### src/rtl/pim_out_pkg.sv
// pim_out_pkg: shared types, sizes and byte-extension helper for the PIM output drain path.
package pim_out_pkg;
    localparam int N_LANES = 4;
    localparam int N_BUF   = 2;
    localparam int BYTE_W  = 8;

    typedef enum logic [1:0] {PACK = 2'd0, ZEXT = 2'd1, SEXT = 2'd2} mode_e;
    typedef enum logic [1:0] {IDLE = 2'd0, LOAD = 2'd1, SEND = 2'd2} state_e;

    function automatic logic [31:0] ext_byte(input logic [BYTE_W-1:0] b, input logic sext);
        return {{(32-BYTE_W){sext & b[BYTE_W-1]}}, b};
    endfunction
endpackage

### src/rtl/buffer_8b_reader.sv
// buffer_8b_reader: snapshots both output buffers and streams them as packed words or extended bytes.
module buffer_8b_reader
    import pim_out_pkg::*;
(
    input  logic              clk_i,
    input  logic              rst_ni,
    input  logic              start_i,
    input  logic [1:0]        mode_i,
    input  logic              clear_i,
    output logic              buf_read_en_o,
    input  logic [BYTE_W-1:0] output_1_i [0:N_LANES-1],
    input  logic [BYTE_W-1:0] output_2_i [0:N_LANES-1],
    output logic [31:0]       data_o,
    output logic              valid_o,
    input  logic              ready_i,
    output logic              busy_o,
    output logic              done_o
);
    state_e            state_q, state_d;
    mode_e             mode_q;
    logic [2:0]        idx_q, idx_d;
    logic              done_q, done_d, accept, last;
    logic [BYTE_W-1:0] snap_q [0:N_BUF*N_LANES-1];
    logic [31:0]       elem;

    assign accept = state_q == IDLE && start_i && !clear_i;
    assign last   = mode_q == PACK ? idx_q == 3'd1 : idx_q == 3'd7;
    // Packed mode uses idx[0] to pick the buffer; extended modes index the flat snapshot.
    assign elem   = mode_q == PACK
                  ? (idx_q[0] ? {snap_q[4], snap_q[5], snap_q[6], snap_q[7]}
                              : {snap_q[0], snap_q[1], snap_q[2], snap_q[3]})
                  : ext_byte(snap_q[idx_q], mode_q == SEXT);

    always_comb begin
        state_d = state_q;
        idx_d   = idx_q;
        done_d  = 1'b0;
        if (clear_i) begin
            state_d = IDLE;
            idx_d   = '0;
        end else begin
            case (state_q)
                IDLE: if (start_i) begin
                    state_d = LOAD;
                    idx_d   = '0;
                end
                LOAD: state_d = SEND;
                SEND: if (ready_i) begin
                    if (last) begin
                        state_d = IDLE;
                        done_d  = 1'b1;
                    end else begin
                        idx_d = idx_q + 3'd1;
                    end
                end
                default: state_d = IDLE;
            endcase
        end
    end

    always_ff @(posedge clk_i or negedge rst_ni) begin
        if (!rst_ni) begin
            state_q <= IDLE;
            mode_q  <= PACK;
            idx_q   <= '0;
            done_q  <= 1'b0;
            for (int l = 0; l < N_BUF*N_LANES; l++) snap_q[l] <= '0;
        end else begin
            state_q <= state_d;
            idx_q   <= idx_d;
            done_q  <= done_d;
            if (accept) mode_q <= mode_i == 2'd3 ? PACK : mode_e'(mode_i);
            // The buffer only drives real data while its read enable is high, i.e. during LOAD.
            if (state_q == LOAD) begin
                for (int l = 0; l < N_LANES; l++) begin
                    snap_q[l]         <= output_1_i[l];
                    snap_q[l+N_LANES] <= output_2_i[l];
                end
            end
        end
    end

    assign buf_read_en_o = state_q == LOAD;
    assign valid_o       = state_q == SEND;
    assign busy_o        = state_q != IDLE;
    assign data_o        = valid_o ? elem : '0;
    assign done_o        = done_q;
endmodule
### config.mk
export PLATFORM = sky130hd
export DESIGN_NAME = buffer_8b_reader
export DESIGN_NICKNAME = d
export VERILOG_FILES = /design/src/rtl/pim_out_pkg.sv /design/src/rtl/buffer_8b_reader.sv
export SDC_FILE = /design/constraint.sdc
export NUM_CORES = 1
export LEC_CHECK = 0
export CORE_ASPECT_RATIO = 0.5
export CORE_UTILIZATION = 57
export DETAILED_ROUTE_END_ITERATION = 10
export DONT_BUFFER_PORTS = 1
export PLACE_DENSITY = 0.75
export SYNTH_ARGS = -nofsm -noshare
export SYNTH_HDL_FRONTEND = slang
export SYNTH_SLANG_ARGS = --single-unit
export TNS_END_PERCENT = 50
### constraint.sdc
create_clock -name clk_i -period 1.8 [get_ports clk_i]
set_input_delay 0.36 -clock clk_i [delete_from_list [all_inputs] [get_ports clk_i]]
set_output_delay 0.36 -clock clk_i [all_outputs]
set_load 0.03 [all_outputs]
==> flow_summary_export.csv <==
group,metric,value,unit
outcome,outcome,"finished, violations left",
outcome,violations,"hold timing, setup timing",
synthesis,synth_cell_types,37,
timing,worst_slew_pin_slew,417,ps
synthesis,yosysWarnings,0,
synthesis,syn_area,0.00392,mm^2
placed_design,dp_hpwl,6760,um
finish,diodes,0,
setup_path,reg2reg_slack,-140,ps
run,drv_cap,0,
die,die_h,60.6,um
setup_path,path_max_fanout,6,
finish,syn_to_final_growth,30.7,%
route,dr.pass1.iters,4,
clocking,clock-sinks,72,
setup_path,cp_common_cell,"buf_12",
min_path,hold_class,"input port to asynchronous set/reset pin",
clocking,clock_latency,330,ps
setup_path,path_class,"flip-flop to primary output",
route,drt_iter0_markers,189,
synthesis,synth_fp_nets,367,
timing,skew,5.77,ps
timing,layout_setup_ws,-664,ps
placed_design,gp_congestion,0.887,
setup_path,arrival,2100,ps
synthesis,ys_ff_latch,72,
synthesis,synth_area_leaders,"dfrtp_1, mux2_2, mux2i_1, mux4_2, mux4_1",
finish,drive_gt1_share,57.4,%
timing,rsz0062_at_grt,"true",
route,via_per_inst,6.25,
timing,holdWs,-283,ps
die,die_w,119,um
route,detail_route.wl_per_cell,22.8,um
die,die-area,0.00723,mm^2
setup_path,crit_required,1440,ps
clocking,cts_buffers,9,
die,coreArea,0.00636,mm^2
route,vias,2661,
global_route,grt_max_degree,73,
global_route,grt.overflow.total,0,
finish,fin_nets,405,
global_route,antenna_found_initial,0,
power_and_ir_drop,powerDensity,1090,mW/mm^2
clocking,cts_tree,"done",
setup_path,worstRegToRegCells,6,
clocking,h-tree-depth,3,
synthesis,yosysSeqAreaShare,46.0,%
setup_path,reg2reg_from,"idx_q[1]",
setup_path,crit_slowest_cell,"mux4_2",
timing,relSlewSlack,72.1,%
setup_path,crit_path_cell_trace,"mux4_2 -> mux2_4 -> nand4b_4 -> buf_12 -> buf_12 -> o21ai_4",
die,start_util,61.6,%
synthesis,yosys.area.top_type,"dfrtp_1",
timing,fin_crit_sh,137,%
finish,final_cell_mix,"dfrtp_1, mux2_2, buf_4",
power_and_ir_drop,peakVddDrop,0.000693,V
synthesis,avgSynthCellArea,13.3,um^2
die,fp-row-count,20,
timing,finalCriticalPeriod,2460,ps
global_route,grt_pass1_wl,15500,um
synthesis,synth_cells,295,
timing,finalHoldViolations,72,
route,drtAntennaViolNets,0,
clocking,clk_path_buf_depth,2,
clocking,cts_root_buffer,"clkbuf_16",
setup_path,cp-end-kind,"primary output",
timing,slew_violations,0,
global_route,grt.total_usage,29.5,%
clocking,clkTransAtPathRegs,60,ps
timing,maxClockFrequency,406,MHz
power_and_ir_drop,p_leak,2.01,nW
setup_path,startpoint_type,"flip-flop",
setup_path,max_stage_delay,520,ps
finish,layout_commonest_cell,"dfrtp_1",
timing,setup_violations,36,
placed_design,dpl_worst_slack,-307,ps
finish,final_core_util,80.6,%
route,drc,0,
setup_path,crit_start,"idx_q[1]",
synthesis,synth_top_area_share,46.0,%
finish,filler_cell_count,359,
route,drt_wl_total,9710,um
placed_design,io_buffers,0,
global_route,grt_pass1_vias,2882,
die,pin_count,107,
what timing repair did:
action,4_1_cts,5_1_grt
cloned,2,0
setup endpoints to repair,36,37
pin swaps,4,1
resized for setup,13,1
hold endpoints to repair,72,72
buffers inserted,3,0
power breakdown:
part	leakage [nW]	switching [mW]	total, mW	internal, mW
Sequential	0.861	0.314	2.32	2.00
Clock	0.138	0.677	1.74	1.06
Combinational	1.02	0.736	1.53	0.795
cell usage after synthesis:
cell type  count
dfrtp_1       72
mux2_2        65
mux2i_1       32
o21ai_1       18
mux4_2        12
o21ai_0       11
buf_2         10
a211oi_1       9
o22ai_1        6
clkbuf_1       5
inv_1          5
nor2_1         5
buf_4          4
mux4_1         4
nand2_1        4
buf_1          3
nor2b_1        3
or2_2          3
a21oi_1        2
a31oi_1        2
buf_8          2
o21ai_2        2
o41ai_1        2
a21boi_4       1
and2_1         1
buf_6          1
ha_1           1
mux2_4         1
nand2b_1       1
nand3b_1       1
nand4b_4       1
nor3_1         1
o2111ai_1      1
o211ai_1       1
o21a_1         1
o221ai_1       1
or4_4          1
layout make-up:
class / count / area, um^2 / area share [%]
tap: 88 / 110 / 2.15
clock buffer: 10 / 229 / 4.47
sequential: 72 / 1800 / 35.2
inverter: 5 / 22.5 / 0.440
timing repair buffer: 52 / 574 / 11.2
multi-input combinational: 193 / 2320 / 45.3
clock inverter: 6 / 60.1 / 1.17
cells by family (layout without fill, tap and decap cells):
family	Yosys count	after routing	share of synthesized area (%)
AOI/OAI and AO/OA	57	57	9.17
muxes	114	114	36.8
adders and majority gates	1	1	0.319
buffers and inverters	30	73	4.34
DFF	72	72	46.0
and+or+nand+nor	21	21	3.35
layer usage:
| layer | global-route usage, % | up-vias | wire length [um] |
|---|---|---|---|
| li1 | - | 1183 | - |
| met1 | 38.1 | 1376 | 4330 |
| met2 | 49.8 | 89 | 4700 |
| met3 | 8.65 | 13 | 571 |
| met4 | 8.86 | 0 | 98 |
| met5 | 0 | - | 0 |
through the flow:
stage | area, um^2 | TNS [ps] | power (mW) | std cells
after floorplan | 4310 | -6580 | 3.41 | 295
after global placement | 4680 | -7450 | 3.73 | 405
after detailed placement | 4680 | -8470 | 3.82 | 405
after CTS | 5120 | -19430 | 5.61 | 426
after global routing | 5120 | -21530 | 5.83 | 426
final | 5120 | -19360 | 5.59 | 426
final timing paths:
check / end
worst min register to register: snap_q[38]
min in group clk_i: state_q[0]
worst min-delay path: idx_q[2]
worst max register to register: idx_q[0]
worst max-delay path: data_o[30]
max in group asynchronous: snap_q[61]
state kept, by name, indices dropped and copies added, names as in the netlist:
register,flops
idx_q,3
state_q,2
snap_q,64
done_o,1
mode_q,2
critical path: cells and delay by family (launching register included):
family,cells,cell delay (ps)
multiplexers,2,820
AO/OA/AOI/OAI,1,110
flip-flops,1,420
AND/OR/NAND/NOR,1,150
buffers and inverters,2,270
No activity file was read; power rests on OpenSTA's default activity.
